$ cat config.mk
export PLATFORM = sky130hd
export DESIGN_NAME = mod_down_timer
export DESIGN_NICKNAME = d
export VERILOG_FILES = /design/src/rtl/mod_down_timer_pkg.sv /design/src/rtl/mod_down_timer.sv
export SDC_FILE = /design/constraint.sdc
export NUM_CORES = 1
export LEC_CHECK = 0
export CAP_MARGIN = 10
export CORE_AREA = 5 5 42 44
export DETAILED_ROUTE_END_ITERATION = 6
export DIE_AREA = 0 0 47 49
export HOLD_SLACK_MARGIN = 0.05
export PLACE_DENSITY = 0.67
export SLEW_MARGIN = 20
export SYNTH_ARGS = -nofsm -noshare
export SYNTH_HDL_FRONTEND = slang
export SYNTH_SLANG_ARGS = --single-unit
$ cat constraint.sdc
create_clock -name clk -period 2.3 [get_ports clk]
set_clock_uncertainty 0.2 [all_clocks]
set_input_delay 0.345 -clock clk [delete_from_list [all_inputs] [get_ports clk]]
set_output_delay 0.345 -clock clk [all_outputs]
set_load 0.005 [all_outputs]
$ cat src/rtl/mod_down_timer_pkg.sv
// mod_down_timer_pkg: state type, counter width helper and load clamp shared by mod_down_timer
package mod_down_timer_pkg;
  typedef enum logic {IDLE = 1'b0, RUN = 1'b1} state_e;
  function automatic int width_of(input int final_value);
    return (final_value < 2) ? 1 : $clog2(final_value + 1);
  endfunction
  function automatic int clamp(input int value, input int final_value);
    return (value > final_value) ? final_value : value;
  endfunction
endpackage

$ cat src/rtl/mod_down_timer.sv
// mod_down_timer: loadable cascadable modulus down-counter; define MOD_DOWN_TIMER_AUTORELOAD_EN to honor auto_reload
module mod_down_timer
  import mod_down_timer_pkg::*;
#(
  parameter int FINAL_VALUE = 9,
  localparam int SIZE = width_of(FINAL_VALUE)
) (
  input  logic            clk,
  input  logic            reset,
  input  logic            start,
  input  logic [SIZE-1:0] load_value,
  input  logic            enable,
  input  logic            stop,
  input  logic            auto_reload,
  output logic [SIZE-1:0] count,
  output logic            busy,
  output logic            done
);
  state_e state_q, state_d;
  logic [SIZE-1:0] count_q, count_d, reload_q, reload_d, ld;
  logic busy_q, busy_d, done_q, done_d, ar, halt, step, at_one, at_zero;
`ifdef MOD_DOWN_TIMER_AUTORELOAD_EN
  assign ar = auto_reload;
`else
  assign ar = auto_reload & 1'b0;
`endif
  assign ld = SIZE'(clamp(int'(load_value), FINAL_VALUE));
  assign halt = stop && state_q == RUN;
  assign step = state_q == RUN && enable;
  assign at_one = count_q == SIZE'(1);
  assign at_zero = count_q == '0;
  // state and registered outputs, synchronous reset wins over everything
  always_ff @(posedge clk) begin
    if (reset) begin
      state_q  <= IDLE;
      count_q  <= '0;
      reload_q <= '0;
      busy_q   <= 1'b0;
      done_q   <= 1'b0;
    end else begin
      state_q  <= state_d;
      count_q  <= count_d;
      reload_q <= reload_d;
      busy_q   <= busy_d;
      done_q   <= done_d;
    end
  end
  // next state: stop aborts a run, start (re)loads, the last enabled step leaves RUN unless reloading
  always_comb begin
    state_d = halt ? IDLE :
              start ? ((ld == '0 && !ar) ? IDLE : RUN) :
              (step && (at_one || at_zero) && !ar) ? IDLE : state_q;
  end
  // datapath and output flags; done marks every transition into a zero count
  always_comb begin
    count_d  = count_q;
    reload_d = reload_q;
    done_d   = 1'b0;
    if (halt) begin
      done_d = 1'b0;
    end else if (start) begin
      count_d  = ld;
      reload_d = ld;
      done_d   = ld == '0;
    end else if (step && !at_zero) begin
      count_d = count_q - SIZE'(1);
      done_d  = at_one;
`ifdef MOD_DOWN_TIMER_AUTORELOAD_EN
    end else if (step && ar) begin
      count_d = reload_q;
      done_d  = reload_q == '0;
`endif
    end
    busy_d = state_d == RUN;
  end
  assign count = count_q;
  assign busy  = busy_q;
  assign done  = done_q;
endmodule

==> impl_metrics.py <==
metrics = {
    "place": {
        "dp_hpwl_um": 826.8,
        "gp_congestion": 0.7729,
        "io_buffers": 14,
        "dp_slack_ns": 0.3790,
    },
    "worst_setup_path": {
        "startpoint_type": "flop",
        "critPathKind": "reg -> out",
        "slowest_delay_ns": 0.56,
        "reg2reg_depth": 5,
        "crit_chain": "clkdlybuf4s50_1",
        "end_kind": "output pin",
        "cp.depth": 1,
        "cp_max_fo": 7,
        "crit_buf_inv": 1,
        "path_delay_family": "buffers and inverters",
        "required_ns": 1.75,
        "arrival_ns": 1.27,
        "cp_slowest_cell": "clkdlybuf4s50_1",
    },
    "logic_synthesis": {
        "syn_area_um2": 425.4,
        "ys_seq_area_share_pct": 28.24,
        "syn-num-nets": 63,
        "ys.warnings.count": 0,
        "syn_area_per_cell_um2": 8.341,
        "synthCells": 51,
        "yosys_register_bits": 6,
        "synth.distinct_cells": 29,
    },
    "layout": {
        "drive_gt1_share_pct": 14.71,
        "area_growth_syn_to_layout_pct": 42.94,
        "n_antenna_cell": 0,
        "final_common_cell": "clkdlybuf4s50_1",
        "mostFrequentLayoutCells": "clkdlybuf4s50_1, inv_1, dfxtp_1",
        "fillers": 160,
        "finalNetCount": 82,
        "fin_util_pct": 43.39,
    },
    "clock_tree": {
        "cts_tree": "built",
        "clkSinkCount": 6,
        "cts_made_buffers": 3,
        "path_clk_slew_ns": 0.04,
        "ctsResizeCount": 0,
        "cts_root_buf": "clkbuf_4",
        "postCtsSetupRepairBufs": 0,
        "clock_path_buffers": 2,
        "hold_buffers": 0,
        "insertion_delay_ns": 0.25,
        "htree_levels": 1,
    },
    "power_and_ir_drop": {
        "p_int_uw": 244.5,
        "switching_share_pct": 31.56,
        "pwr-share-seq_pct": 37.4,
        "ir_drop_mv": 0.2341,
        "power_frac_comb_pct": 34.3,
        "switchingPower_uw": 112.7,
        "powerDensity_nw_per_um2": 587.4,
        "clkPwrFrac_pct": 28.3,
        "leakage_uw": 0.0002362,
    },
    "routing": {
        "wirelength_um": 1061,
        "num_vias": 449,
        "drc": 0,
        "drtIter0Drc": 10,
        "first_pass_iters": 4,
        "ant_nets": 0,
        "wl_per_cell_um": 12.63,
        "vias_per_cell": 5.345,
    },
    "sta": {
        "fin_crit_ns": 1.818,
        "rsz0062_at_grt": "no",
        "finalSetupViolCount": 0,
        "fin_hold_ws_ns": 0.3085,
        "worst_pin_slew_ns": 0.2734,
        "slew-limit-headroom_pct": 81.63,
        "slew_viol_final": 0,
        "fmax_mhz": 550.0,
        "hold_viol": 0,
        "fin_ws_ns": 0.4818,
        "setup_tns_ns": 0,
        "finalCritPeriodShare_pct": 79.05,
    },
    "grt": {
        "overflow": 0,
        "grt_pass1_vias": 399,
        "grtUsageTotal_pct": 10.84,
        "antenna_found_initial": 0,
        "grt_pass1_wl_um": 1683,
        "grt_max_degree": 8,
    },
    "run_status": {
        "status": "finished, final reports clean",
    },
    "floorplanning": {
        "rows": 14,
        "die_area_um2": 2303,
        "start_util_pct": 30.36,
        "coreArea_um2": 1401,
        "die_x_um": 47,
        "io_pins": 16,
        "die_h_um": 49,
    },
    "min_path": {
        "worstHoldPathCells": 2,
        "min_path_type": "reg -> reg",
    },
    "flow_run": {
        "drv_cap": 0,
    },
}
power groups by stage:
stage / clock, µW / combinational (µW) / sequential, µW
2_1_floorplan: 0 / 70.2 / 133
3_3_place_gp: 0 / 121 / 135
3_5_place_dp: 0 / 122 / 135
4_1_cts: 102 / 123 / 133
5_1_grt: 113 / 134 / 136
6_report: 101 / 123 / 134
Yosys cell counts:
cell type,number,share of area (%)
nor3_1,2,2.4
buf_4,1,1.8
a31o_2,1,2.1
a221o_1,1,2.4
or2_2,1,1.5
nor3b_1,1,1.8
o41ai_2,1,3.8
and2_1,1,1.5
o31ai_1,1,1.8
and3b_1,1,2.1
o21ai_0,3,3.5
dfxtp_1,6,28
nand4_1,1,1.5
nand2_1,5,4.4
o211ai_1,1,1.8
o31a_2,1,2.4
nor4_1,2,2.9
nand4b_1,1,2.1
inv_1,6,5.3
o2111ai_1,1,2.1
o2111a_1,1,2.6
ha_1,2,5.9
a21oi_1,2,2.4
nor2_1,1,0.88
nor2b_1,1,1.5
nor2_2,1,1.5
a31oi_1,2,2.9
a311o_2,1,2.6
mux2i_1,2,4.7
sequential cells by signal, indices dropped and copies added, names as in the netlist:
name	flops
count	4
busy	1
done	1
per-layer routing:
layer  wire length, µm  global-route usage [%]  share of wire, %
met2               454                   12.44                43
met3                80                   2.952               7.5
met4                57                   13.82               5.4
met5                 0                       0                 0
met1               469                   13.38                44
path summary, 6_finish.rpt:
kind | endpoint | from | slack [ns]
worst max-delay path | count[2] | count[2] | 0.48
worst max register to register | busy | count[0] | 0.56
worst min-delay path | count[1] | count[1] | 0.31
worst min register to register | count[1] | count[1] | 0.31
cells by family after synthesis:
| kind of cell | Yosys count | share of synthesized area (%) |
|---|---|---|
| AOI/OAI and AO/OA | 16 | 30.30 |
| buffers and inverters | 7 | 7.059 |
| muxes | 2 | 4.706 |
| and+or+nand+nor | 18 | 23.83 |
| DFF | 6 | 28.24 |
| adders and majority gates | 2 | 5.881 |
per-stage QoR:
stage	power [µW]	instances	instance area (µm²)
2_1_floorplan	203.2	51	425.4
3_3_place_gp	256.2	81	585.6
3_5_place_dp	257.3	81	585.6
4_1_cts	357.7	84	608.1
5_1_grt	383.1	84	608.1
6_report	357.2	84	608.1
layout make-up:
| type | instances | area [µm²] | share of cell area [%] |
|---|---|---|---|
| multi-input combinational | 38 | 275.3 | 45.27 |
| clock buffer | 3 | 22.52 | 3.704 |
| timing repair buffer | 15 | 147.6 | 24.28 |
| tap | 16 | 20.02 | 3.292 |
| sequential | 6 | 120.1 | 19.75 |
| inverter | 6 | 22.52 | 3.704 |
(Power assumes the default switching activity.)
